<file path="src/rtl/sincpde_dfs_core_if.sv">
// Bus between the SINCPDE sequencer and its attached divider and IMAC cores.
// The sequencer connects through the master modport and the cores through the slave modport.
interface sincpde_dfs_core_if;
    logic signed [47:0] DIV_0_N;
    logic signed [47:0] DIV_0_D;
    logic signed [17:0] DIV_0_Q;
    logic               DIV_0_sync_in;
    logic               DIV_0_sync_out;
    logic        [1:0]  IMAC_0_MODE;
    logic signed [17:0] IMAC_0_S0;
    logic signed [17:0] IMAC_0_S1;
    logic signed [17:0] IMAC_0_S2;
    logic signed [17:0] IMAC_0_S3;
    logic signed [17:0] IMAC_0_S4;
    logic signed [17:0] IMAC_0_S5;
    logic signed [17:0] IMAC_0_S6;
    logic signed [17:0] IMAC_0_S7;
    logic signed [17:0] IMAC_0_S8;
    logic signed [17:0] IMAC_0_S9;
    logic signed [17:0] IMAC_0_S10;
    logic signed [17:0] IMAC_0_X;
    logic signed [47:0] IMAC_0_Y;
    logic signed [47:0] IMAC_0_Z;
    logic               IMAC_0_sync_in;
    logic               IMAC_0_sync_out;

    modport master (
        output DIV_0_N, DIV_0_D, DIV_0_sync_in, DIV_0_sync_out,
        output IMAC_0_MODE, IMAC_0_X, IMAC_0_Y, IMAC_0_sync_in, IMAC_0_sync_out,
        output IMAC_0_S0, IMAC_0_S1, IMAC_0_S2, IMAC_0_S3, IMAC_0_S4, IMAC_0_S5,
        output IMAC_0_S6, IMAC_0_S7, IMAC_0_S8, IMAC_0_S9, IMAC_0_S10,
        input  DIV_0_Q, IMAC_0_Z
    );

    modport slave (
        input  DIV_0_N, DIV_0_D, DIV_0_sync_in, DIV_0_sync_out,
        input  IMAC_0_MODE, IMAC_0_X, IMAC_0_Y, IMAC_0_sync_in, IMAC_0_sync_out,
        input  IMAC_0_S0, IMAC_0_S1, IMAC_0_S2, IMAC_0_S3, IMAC_0_S4, IMAC_0_S5,
        input  IMAC_0_S6, IMAC_0_S7, IMAC_0_S8, IMAC_0_S9, IMAC_0_S10,
        output DIV_0_Q, IMAC_0_Z
    );
endinterface

</file>
<file path="src/rtl/sincpde_dfs_core.sv">
// SINCPDE sequencer: 7 divides then 6 IMAC ops, results captured at predicted cycles and streamed on out.
// Optional SYNC_IN_START_EN: start on sync_in and rearm after DONE; otherwise auto-start after reset.
module sincpde_dfs_core #(
    parameter int DIV_LAT  = 20,
    parameter int IMAC_LAT = 4
) (
    input  logic               clk,
    input  logic               rst,
    input  logic               sync_in,
    output logic               sync_out,
    output logic signed [47:0] out,
    sincpde_dfs_core_if.master core
);

    typedef enum logic [2:0] {
        IDLE, DIV_ISSUE, DIV_WAIT, IMAC_ISSUE, IMAC_WAIT, STREAM, DONE
    } state_t;

    state_t state_q, state_d;
    logic [3:0] cnt_q, cnt_d;

    logic [DIV_LAT-1:0]  dsr_q, dsr_d;
    logic [IMAC_LAT-1:0] isr_q, isr_d;

    logic       dcap_on_q, dcap_on_d;
    logic [2:0] dcap_idx_q, dcap_idx_d;
    logic       icap_on_q, icap_on_d;
    logic [2:0] icap_idx_q, icap_idx_d;

    logic signed [47:0] dbuf_q [7];
    logic signed [47:0] dbuf_d [7];
    logic signed [47:0] ibuf_q [6];
    logic signed [47:0] ibuf_d [6];

    logic               sync_out_q, sync_out_d;
    logic signed [47:0] out_q, out_d;
    logic signed [47:0] div_num_q, div_num_d;
    logic signed [47:0] div_den_q, div_den_d;
    logic               div_si_q, div_si_d;
    logic        [1:0]  imac_mode_q, imac_mode_d;
    logic signed [17:0] imac_x_q, imac_x_d;
    logic signed [47:0] imac_y_q, imac_y_d;
    logic               imac_si_q, imac_si_d;
    logic signed [17:0] s_q [11];
    logic signed [17:0] s_d [11];

    logic start;
    logic div_res, imac_res;
    logic dcap_last, icap_last;
    logic [3:0] ioff;

`ifdef SYNC_IN_START_EN
    assign start = sync_in;
`else
    logic unused_sync_in;
    assign start          = 1'b1;
    assign unused_sync_in = sync_in;
`endif

    // Predicted result pulses: the issue pulse delayed by the core latency.
    assign div_res  = dsr_q[DIV_LAT-1];
    assign imac_res = isr_q[IMAC_LAT-1];

    always_comb begin
        dsr_d = DIV_LAT'({dsr_q, div_si_q});
        isr_d = IMAC_LAT'({isr_q, imac_si_q});
        for (int unsigned k = 0; k < 11; k++) begin
            s_d[k] = 18'(k + 3);
        end
    end

    assign dcap_last = dcap_on_q && (dcap_idx_q == 3'd6);
    assign icap_last = icap_on_q && (icap_idx_q == 3'd5);

    // Capture windows open on the predicted pulse and run for the rest of the burst.
    always_comb begin
        dbuf_d     = dbuf_q;
        dcap_on_d  = dcap_on_q;
        dcap_idx_d = dcap_idx_q;
        if (div_res) begin
            dbuf_d[0]  = {{30{core.DIV_0_Q[17]}}, core.DIV_0_Q};
            dcap_on_d  = 1'b1;
            dcap_idx_d = 3'd1;
        end else if (dcap_on_q) begin
            dbuf_d[dcap_idx_q] = {{30{core.DIV_0_Q[17]}}, core.DIV_0_Q};
            dcap_idx_d         = dcap_idx_q + 3'd1;
            if (dcap_idx_q == 3'd6) begin
                dcap_on_d  = 1'b0;
                dcap_idx_d = '0;
            end
        end
    end

    always_comb begin
        ibuf_d     = ibuf_q;
        icap_on_d  = icap_on_q;
        icap_idx_d = icap_idx_q;
        if (imac_res) begin
            ibuf_d[0]  = core.IMAC_0_Z;
            icap_on_d  = 1'b1;
            icap_idx_d = 3'd1;
        end else if (icap_on_q) begin
            ibuf_d[icap_idx_q] = core.IMAC_0_Z;
            icap_idx_d         = icap_idx_q + 3'd1;
            if (icap_idx_q == 3'd5) begin
                icap_on_d  = 1'b0;
                icap_idx_d = '0;
            end
        end
    end

    always_comb begin
        state_d = state_q;
        cnt_d   = cnt_q;
        case (state_q)
            IDLE: begin
                if (start) begin
                    state_d = DIV_ISSUE;
                    cnt_d   = '0;
                end
            end
            DIV_ISSUE: begin
                if (cnt_q == 4'd6) begin
                    state_d = DIV_WAIT;
                    cnt_d   = '0;
                end else begin
                    cnt_d = cnt_q + 4'd1;
                end
            end
            DIV_WAIT: begin
                if (dcap_last) begin
                    state_d = IMAC_ISSUE;
                    cnt_d   = '0;
                end
            end
            IMAC_ISSUE: begin
                if (cnt_q == 4'd5) begin
                    state_d = IMAC_WAIT;
                    cnt_d   = '0;
                end else begin
                    cnt_d = cnt_q + 4'd1;
                end
            end
            IMAC_WAIT: begin
                if (icap_last) begin
                    state_d = STREAM;
                    cnt_d   = '0;
                end
            end
            STREAM: begin
                if (cnt_q == 4'd12) begin
                    state_d = DONE;
                    cnt_d   = '0;
                end else begin
                    cnt_d = cnt_q + 4'd1;
                end
            end
            DONE: begin
`ifdef SYNC_IN_START_EN
                state_d = IDLE;
`endif
            end
            default: state_d = IDLE;
        endcase
    end

    // Outputs are decoded from the next state so they register in step with it.
    always_comb begin
        div_si_d    = 1'b0;
        div_num_d   = '0;
        div_den_d   = '0;
        imac_si_d   = 1'b0;
        imac_mode_d = '0;
        imac_x_d    = '0;
        imac_y_d    = '0;
        sync_out_d  = 1'b0;
        out_d       = '0;
        ioff        = cnt_d - 4'd7;
        if (state_d == DIV_ISSUE) begin
            div_si_d = (cnt_d == 4'd0);
            case (cnt_d)
                4'd0: begin div_num_d = 48'sd100;     div_den_d = 48'sd7;  end
                4'd1: begin div_num_d = -48'sd100;    div_den_d = 48'sd7;  end
                4'd2: begin div_num_d = 48'sd1000000; div_den_d = 48'sd3;  end
                4'd3: begin div_num_d = 48'sd5;       div_den_d = 48'sd0;  end
                4'd4: begin div_num_d = 48'sd0;       div_den_d = 48'sd9;  end
                4'd5: begin div_num_d = -48'sd5;      div_den_d = 48'sd0;  end
                4'd6: begin div_num_d = 48'sd42;      div_den_d = -48'sd6; end
                default: ;
            endcase
        end
        if (state_d == IMAC_ISSUE) begin
            imac_si_d = (cnt_d == 4'd0);
            case (cnt_d)
                4'd0: begin imac_x_d = 18'sd10;     imac_y_d = 48'sd1000; imac_mode_d = 2'd1; end
                4'd1: begin imac_x_d = 18'sd10;     imac_y_d = 48'sd1000; imac_mode_d = 2'd2; end
                4'd2: begin imac_x_d = -18'sd4;     imac_y_d = 48'sd0;    imac_mode_d = 2'd3; end
                4'd3: begin imac_x_d = 18'sd0;      imac_y_d = -48'sd5;   imac_mode_d = 2'd0; end
                4'd4: begin imac_x_d = 18'sd131071; imac_y_d = 48'sd0;    imac_mode_d = 2'd3; end
                4'd5: begin imac_x_d = 18'sd7;      imac_y_d = 48'sd7;    imac_mode_d = 2'd1; end
                default: ;
            endcase
        end
        if (state_d == STREAM) begin
            sync_out_d = (cnt_d == 4'd0);
            out_d      = (cnt_d < 4'd7) ? dbuf_q[cnt_d[2:0]] : ibuf_q[ioff[2:0]];
        end
    end

    always_ff @(posedge clk) begin
        if (rst) begin
            state_q     <= IDLE;
            cnt_q       <= '0;
            dsr_q       <= '0;
            isr_q       <= '0;
            dcap_on_q   <= 1'b0;
            dcap_idx_q  <= '0;
            icap_on_q   <= 1'b0;
            icap_idx_q  <= '0;
            dbuf_q      <= '{default: '0};
            ibuf_q      <= '{default: '0};
            sync_out_q  <= 1'b0;
            out_q       <= '0;
            div_num_q   <= '0;
            div_den_q   <= '0;
            div_si_q    <= 1'b0;
            imac_mode_q <= '0;
            imac_x_q    <= '0;
            imac_y_q    <= '0;
            imac_si_q   <= 1'b0;
            s_q         <= '{default: '0};
        end else begin
            state_q     <= state_d;
            cnt_q       <= cnt_d;
            dsr_q       <= dsr_d;
            isr_q       <= isr_d;
            dcap_on_q   <= dcap_on_d;
            dcap_idx_q  <= dcap_idx_d;
            icap_on_q   <= icap_on_d;
            icap_idx_q  <= icap_idx_d;
            dbuf_q      <= dbuf_d;
            ibuf_q      <= ibuf_d;
            sync_out_q  <= sync_out_d;
            out_q       <= out_d;
            div_num_q   <= div_num_d;
            div_den_q   <= div_den_d;
            div_si_q    <= div_si_d;
            imac_mode_q <= imac_mode_d;
            imac_x_q    <= imac_x_d;
            imac_y_q    <= imac_y_d;
            imac_si_q   <= imac_si_d;
            s_q         <= s_d;
        end
    end

    assign sync_out             = sync_out_q;
    assign out                  = out_q;
    assign core.DIV_0_N         = div_num_q;
    assign core.DIV_0_D         = div_den_q;
    assign core.DIV_0_sync_in   = div_si_q;
    assign core.DIV_0_sync_out  = div_res;
    assign core.IMAC_0_MODE     = imac_mode_q;
    assign core.IMAC_0_X        = imac_x_q;
    assign core.IMAC_0_Y        = imac_y_q;
    assign core.IMAC_0_sync_in  = imac_si_q;
    assign core.IMAC_0_sync_out = imac_res;
    assign core.IMAC_0_S0       = s_q[0];
    assign core.IMAC_0_S1       = s_q[1];
    assign core.IMAC_0_S2       = s_q[2];
    assign core.IMAC_0_S3       = s_q[3];
    assign core.IMAC_0_S4       = s_q[4];
    assign core.IMAC_0_S5       = s_q[5];
    assign core.IMAC_0_S6       = s_q[6];
    assign core.IMAC_0_S7       = s_q[7];
    assign core.IMAC_0_S8       = s_q[8];
    assign core.IMAC_0_S9       = s_q[9];
    assign core.IMAC_0_S10      = s_q[10];

endmodule

</file>
<file path="src/flat_wrapper.sv">
// flat-port wrapper written by rule: the top's interface ports become plain ports
module sincpde_dfs_core_flat 
#(
    parameter int DIV_LAT  = 20,
    parameter int IMAC_LAT = 4
)
  (clk, rst, sync_in, sync_out, out, core_DIV_0_N, core_DIV_0_D, core_DIV_0_sync_in, core_DIV_0_sync_out, core_IMAC_0_MODE, core_IMAC_0_X, core_IMAC_0_Y, core_IMAC_0_sync_in, core_IMAC_0_sync_out, core_IMAC_0_S0, core_IMAC_0_S1, core_IMAC_0_S2, core_IMAC_0_S3, core_IMAC_0_S4, core_IMAC_0_S5, core_IMAC_0_S6, core_IMAC_0_S7, core_IMAC_0_S8, core_IMAC_0_S9, core_IMAC_0_S10, core_DIV_0_Q, core_IMAC_0_Z);
  sincpde_dfs_core_if core_i ();
  input  logic clk;
  input  logic rst;
  input  logic sync_in;
  output logic sync_out;
  output logic signed [47:0] out;
  output wire logic [$bits(core_i.DIV_0_N)-1:0] core_DIV_0_N;
  output wire logic [$bits(core_i.DIV_0_D)-1:0] core_DIV_0_D;
  output wire logic [$bits(core_i.DIV_0_sync_in)-1:0] core_DIV_0_sync_in;
  output wire logic [$bits(core_i.DIV_0_sync_out)-1:0] core_DIV_0_sync_out;
  output wire logic [$bits(core_i.IMAC_0_MODE)-1:0] core_IMAC_0_MODE;
  output wire logic [$bits(core_i.IMAC_0_X)-1:0] core_IMAC_0_X;
  output wire logic [$bits(core_i.IMAC_0_Y)-1:0] core_IMAC_0_Y;
  output wire logic [$bits(core_i.IMAC_0_sync_in)-1:0] core_IMAC_0_sync_in;
  output wire logic [$bits(core_i.IMAC_0_sync_out)-1:0] core_IMAC_0_sync_out;
  output wire logic [$bits(core_i.IMAC_0_S0)-1:0] core_IMAC_0_S0;
  output wire logic [$bits(core_i.IMAC_0_S1)-1:0] core_IMAC_0_S1;
  output wire logic [$bits(core_i.IMAC_0_S2)-1:0] core_IMAC_0_S2;
  output wire logic [$bits(core_i.IMAC_0_S3)-1:0] core_IMAC_0_S3;
  output wire logic [$bits(core_i.IMAC_0_S4)-1:0] core_IMAC_0_S4;
  output wire logic [$bits(core_i.IMAC_0_S5)-1:0] core_IMAC_0_S5;
  output wire logic [$bits(core_i.IMAC_0_S6)-1:0] core_IMAC_0_S6;
  output wire logic [$bits(core_i.IMAC_0_S7)-1:0] core_IMAC_0_S7;
  output wire logic [$bits(core_i.IMAC_0_S8)-1:0] core_IMAC_0_S8;
  output wire logic [$bits(core_i.IMAC_0_S9)-1:0] core_IMAC_0_S9;
  output wire logic [$bits(core_i.IMAC_0_S10)-1:0] core_IMAC_0_S10;
  input wire logic [$bits(core_i.DIV_0_Q)-1:0] core_DIV_0_Q;
  input wire logic [$bits(core_i.IMAC_0_Z)-1:0] core_IMAC_0_Z;
  assign core_DIV_0_N = core_i.DIV_0_N;
  assign core_DIV_0_D = core_i.DIV_0_D;
  assign core_DIV_0_sync_in = core_i.DIV_0_sync_in;
  assign core_DIV_0_sync_out = core_i.DIV_0_sync_out;
  assign core_IMAC_0_MODE = core_i.IMAC_0_MODE;
  assign core_IMAC_0_X = core_i.IMAC_0_X;
  assign core_IMAC_0_Y = core_i.IMAC_0_Y;
  assign core_IMAC_0_sync_in = core_i.IMAC_0_sync_in;
  assign core_IMAC_0_sync_out = core_i.IMAC_0_sync_out;
  assign core_IMAC_0_S0 = core_i.IMAC_0_S0;
  assign core_IMAC_0_S1 = core_i.IMAC_0_S1;
  assign core_IMAC_0_S2 = core_i.IMAC_0_S2;
  assign core_IMAC_0_S3 = core_i.IMAC_0_S3;
  assign core_IMAC_0_S4 = core_i.IMAC_0_S4;
  assign core_IMAC_0_S5 = core_i.IMAC_0_S5;
  assign core_IMAC_0_S6 = core_i.IMAC_0_S6;
  assign core_IMAC_0_S7 = core_i.IMAC_0_S7;
  assign core_IMAC_0_S8 = core_i.IMAC_0_S8;
  assign core_IMAC_0_S9 = core_i.IMAC_0_S9;
  assign core_IMAC_0_S10 = core_i.IMAC_0_S10;
  assign core_i.DIV_0_Q = core_DIV_0_Q;
  assign core_i.IMAC_0_Z = core_IMAC_0_Z;
  sincpde_dfs_core #(.DIV_LAT(DIV_LAT), .IMAC_LAT(IMAC_LAT)) u_core (.clk(clk), .rst(rst), .sync_in(sync_in), .sync_out(sync_out), .out(out), .core(core_i));
endmodule
</file>
<file path="config.mk">
export PLATFORM = sky130hd
export DESIGN_NAME = sincpde_dfs_core_flat
export DESIGN_NICKNAME = d
export VERILOG_FILES = /design/src/rtl/sincpde_dfs_core_if.sv /design/src/rtl/sincpde_dfs_core.sv /design/src/flat_wrapper.sv
export SDC_FILE = /design/constraint.sdc
export NUM_CORES = 1
export LEC_CHECK = 0
export ABC_AREA = 0
export ABC_CLOCK_PERIOD_IN_PS = 3400
export CAP_MARGIN = 20
export CORE_MARGIN = 2
export CORE_UTILIZATION = 47
export DETAILED_ROUTE_END_ITERATION = 8
export PLACE_DENSITY_LB_ADDON = 0.08
export SETUP_SLACK_MARGIN = 0.4
export SLEW_MARGIN = 25
export SYNTH_ARGS = -nofsm -noshare
export SYNTH_HDL_FRONTEND = slang
export SYNTH_SLANG_ARGS = --single-unit
</file>
<file path="constraint.sdc">
create_clock -name clk -period 3.4 [get_ports clk]
set_clock_uncertainty 0.1 [all_clocks]
set_input_delay 1.02 -clock clk [delete_from_list [all_inputs] [get_ports clk]]
set_output_delay 1.02 -clock clk [all_outputs]
set_load 0.02 [all_outputs]
</file>
==> results <==
==> layout make-up <==
| type | instances | area [um^2] |
|---|---|---|
| Multi-Input combinational cell | 2025 | 10740 |
| Antenna cell | 3 | 7.507 |
| Tap cell | 672 | 840.8 |
| Fill cell | 4554 | 21760 |
| Inverter | 10 | 47.55 |
| Sequential cell | 530 | 10630 |
| Timing Repair Buffer | 405 | 4235 |
| Clock inverter | 15 | 215.2 |
| Clock buffer | 88 | 1693 |
==> critical path: cells and delay by family (launching register included) <==
kind	cells	cell delay, ns
AO/OA/AOI/OAI	3	0.32
adder cells (fa/ha/maj)	2	0.57
buffers and inverters	4	0.49
flip-flops	1	0.37
multiplexers	1	0.30
AND/OR/NAND/NOR	3	0.69
==> how the worst max path moves through the flow <==
stage | endpoint | slack [ns] | cells after the start
final | u_core.out[0]$_SDFF_PP0_ | 0.40 | 13
after CTS | core_DIV_0_N[26] | 0.40 | 2
after floorplan | u_core.out[17]$_SDFF_PP0_ | 0.40 | 14
after detailed placement | u_core.out[6]$_SDFF_PP0_ | 0.11 | 11
after global placement | u_core.out[26]$_SDFF_PP0_ | 0.19 | 11
after global routing | u_core.out[0]$_SDFF_PP0_ | 0.34 | 13
==> report_power, final <==
part	total [W]	internal (W)	switching, W
Sequential	0.00624	0.00623	0.0000139
Clock	0.00630	0.00378	0.00252
Combinational	0.00146	0.000541	0.000915
Total	0.0140	0.0106	0.00345
==> stage by stage <==
stage | cells | cell area, um^2
finish | 3748 | 28410
global route | 3747 | 28410
CTS | 3735 | 28020
detailed placement | 3610 | 25730
global placement | 3610 | 25730
floorplan | 3111 | 24540
==> logic make-up after synthesis <==
kind of cell             Yosys count  share of synthesized area (%)
flip-flops                       530                          44.48
XOR/XNOR                           4                         0.1784
other                              1                        0.01572
multiplexers                     115                          7.432
buffers and inverters            556                          14.52
AO/OA/AOI/OAI                    613                          14.04
adder cells (fa/ha/maj)            8                         0.4196
AND/OR/NAND/NOR                 1110                          18.91
==> metal layers <==
metal  wire (um)  global-route usage, %  part of all wire (%)  vias up
met5          57                      0                 0.081        -
met1       29000                  32.11                    41     9490
met3        4970                  5.217                   7.1      137
met2       34740                  43.54                    49      708
met4        1710                  8.259                   2.4        8
li1            -                      -                     -     9439
==> what timing repair did <==
item	4_1_cts	5_1_grt
resized for setup	145	63
endpoints found under the hold margin	0	0
endpoints found under the setup margin	210	98
pin swaps	8	7
buffers inserted	16	7
cloned	6	3
==> sequential cells by signal, summed over array words and instances, names as in the netlist, 4 cells and up <==
register              flops
u_core.core.DIV_0_N       8
u_core.core.IMAC_0_X      6
u_core.core.IMAC_0_Y      4
u_core.dsr_q             20
u_core.dbuf_q           126
u_core.ibuf_q           288
u_core.isr_q              4
u_core.out               48
u_core.cnt_q              4
u_core.core.DIV_0_D       5
==> cell usage in the layout (no fill, tap or decap), types with 4 or more instances in the layout <==
cell	instances
dlygate4sd2_1	103
buf_6	6
nand4_1	4
clkdlybuf4s50_1	187
a21oi_1	501
nand2_1	922
dlymetal6s2s_1	16
nor2b_1	31
buf_8	4
and2_1	6
clkinv_2	9
ha_1	5
clkbuf_1	16
a221oi_2	8
mux4_2	48
a221oi_1	9
buf_4	60
clkbuf_16	60
o21ai_0	5
conb_1	175
nand3b_1	5
bufbuf_16	4
nand3_1	4
inv_1	6
dfxtp_2	6
mux2i_1	50
nor2_1	34
clkbuf_8	15
nor3_1	75
a21oi_2	19
o22ai_1	29
bufinv_16	5
buf_12	17
o32ai_1	15
buf_16	5
dfxtp_1	521
mux2_2	17
==> flow_summary.json <==
{
  "dr.pass1.iters": 6,
  "relSlewSlack_pct": 13.53,
  "reg2reg_from": "u_core.cnt_q[0]$_SDFF_PP0_",
  "cts_tree": "built",
  "row_count": 82,
  "antenna_left": 0,
  "clkSinkCount": 530,
  "overflow": 0,
  "crit_start": "u_core.cnt_q[0]$_SDFF_PP0_",
  "dieArea_um2": 52570,
  "grt_max_degree": 220,
  "clk_latency_ns": 0.61,
  "synth_top_area_cell": "dfxtp_1",
  "setup_ws_ns": 0.4037,
  "yosysWarnings": 0,
  "grtUsageTotal_pct": 25.46,
  "max_freq_ghz": 0.3338,
  "cp-end-kind": "register",
  "rsz0062_at_grt": "true",
  "synth_cell_types": 64,
  "power_w": 0.01400,
  "dieWidth_um": 229.3,
  "synth_edf_count": 0,
  "finalMaxSlewViolations": 0,
  "ys_seq_elements": 530,
  "core_region_area_um2": 50170,
  "io_buffers": 307,
  "min_period_ns": 2.996,
  "cts_root_buf": "clkbuf_16",
  "hold_start": "u_core.dsr_q[16]$_SDFF_PP0_",
  "power.leakage_nw": 10.51,
  "r2r-end": "u_core.out[0]$_SDFF_PP0_",
  "drive_above_1_share_pct": 10.61,
  "seq_area_frac_synth_pct": 44.48,
  "synthToLayoutAreaGrowth_pct": 19.09,
  "cts_buffer_depth": 3,
  "drt_iter0_markers": 1691,
  "wl_um": 70490,
  "crit_chain": "inv_4, ha_2, nand4_1, nand4_1, o31ai_4, or2_4, ha_4, buf_12, buf_16, mux4_2, a21oi_2, buf_4, o32ai_1",
  "cts_hold_buffers": 0,
  "r2r_setup_slack_ns": 0.40,
  "numCtsBuffers": 55,
  "path_clk_slew_ns": 0.06,
  "die_height_um": 229.3,
  "cp.arrival_ns": 3.37,
  "fin_nets": 3104,
  "synth.most_common_cell": "nand2_1",
  "finalCritPeriodShare_pct": 88.13,
  "timing_worst_setup_path_type": "reg2reg",
  "syn_inst": 2937,
  "maxCapViolCount": 0,
  "synthFlopType": "dfxtp_1",
  "finalSetupViolations": 0,
  "hpwl_um": 39680,
  "cp_slowest_cell": "ha_4",
  "hp-class": "reg2reg",
  "whs_endpoint": "u_core.dsr_q[17]$_SDFF_PP0_",
  "synth_top_cell_area_share_pct": 44.48,
  "reg2reg_depth": 13,
  "critPathLaunchType": "register",
  "power_density_nw_per_um2": 492.9,
  "routedWlPerCell_um": 18.81,
  "peakVddDrop_uv": 538.5,
  "avgSynthCellArea_um2": 8.122,
  "grt_pass1_wl_um": 106500,
  "ios": 484,
  "synthTopCellsByArea": "dfxtp_1 44%, nand2_1 15%, a21oi_1 11%",
  "start_util_pct": 47.55,
  "drc": 0,
  "h-tree-depth": 2,
  "path_max_fanout": 10,
  "place_congestion": 0.8161,
  "async_flop_share_pct": 0,
  "critPathMaxStageDelay_ns": 0.40,
  "outcome": "finished, final reports clean",
  "min_path_cells": 1,
  "final_util_pct": 56.63,
  "syn-cell-area_um2": 23860,
  "via_count": 19782,
  "worstPathRequired_ns": 3.77,
  "hold_slack_ns": 0.3335,
  "synth_common_cells": "923 x nand2_1, 530 x dfxtp_1, 522 x a21oi_1",
  "viasPerCell": 5.278,
  "pre_cts_ws_ns": 0.1057,
  "antenna_found_initial": 6,
  "finalSetupTns_ns": 0,
  "worst_path_most_repeated_cell": "nand4_1",
  "worst_pin_slew_ns": 1.297,
  "hold_viol_final": 0,
  "grt_pass1_vias": 18667
}
Note: power is estimated with default switching activity, not from simulation.
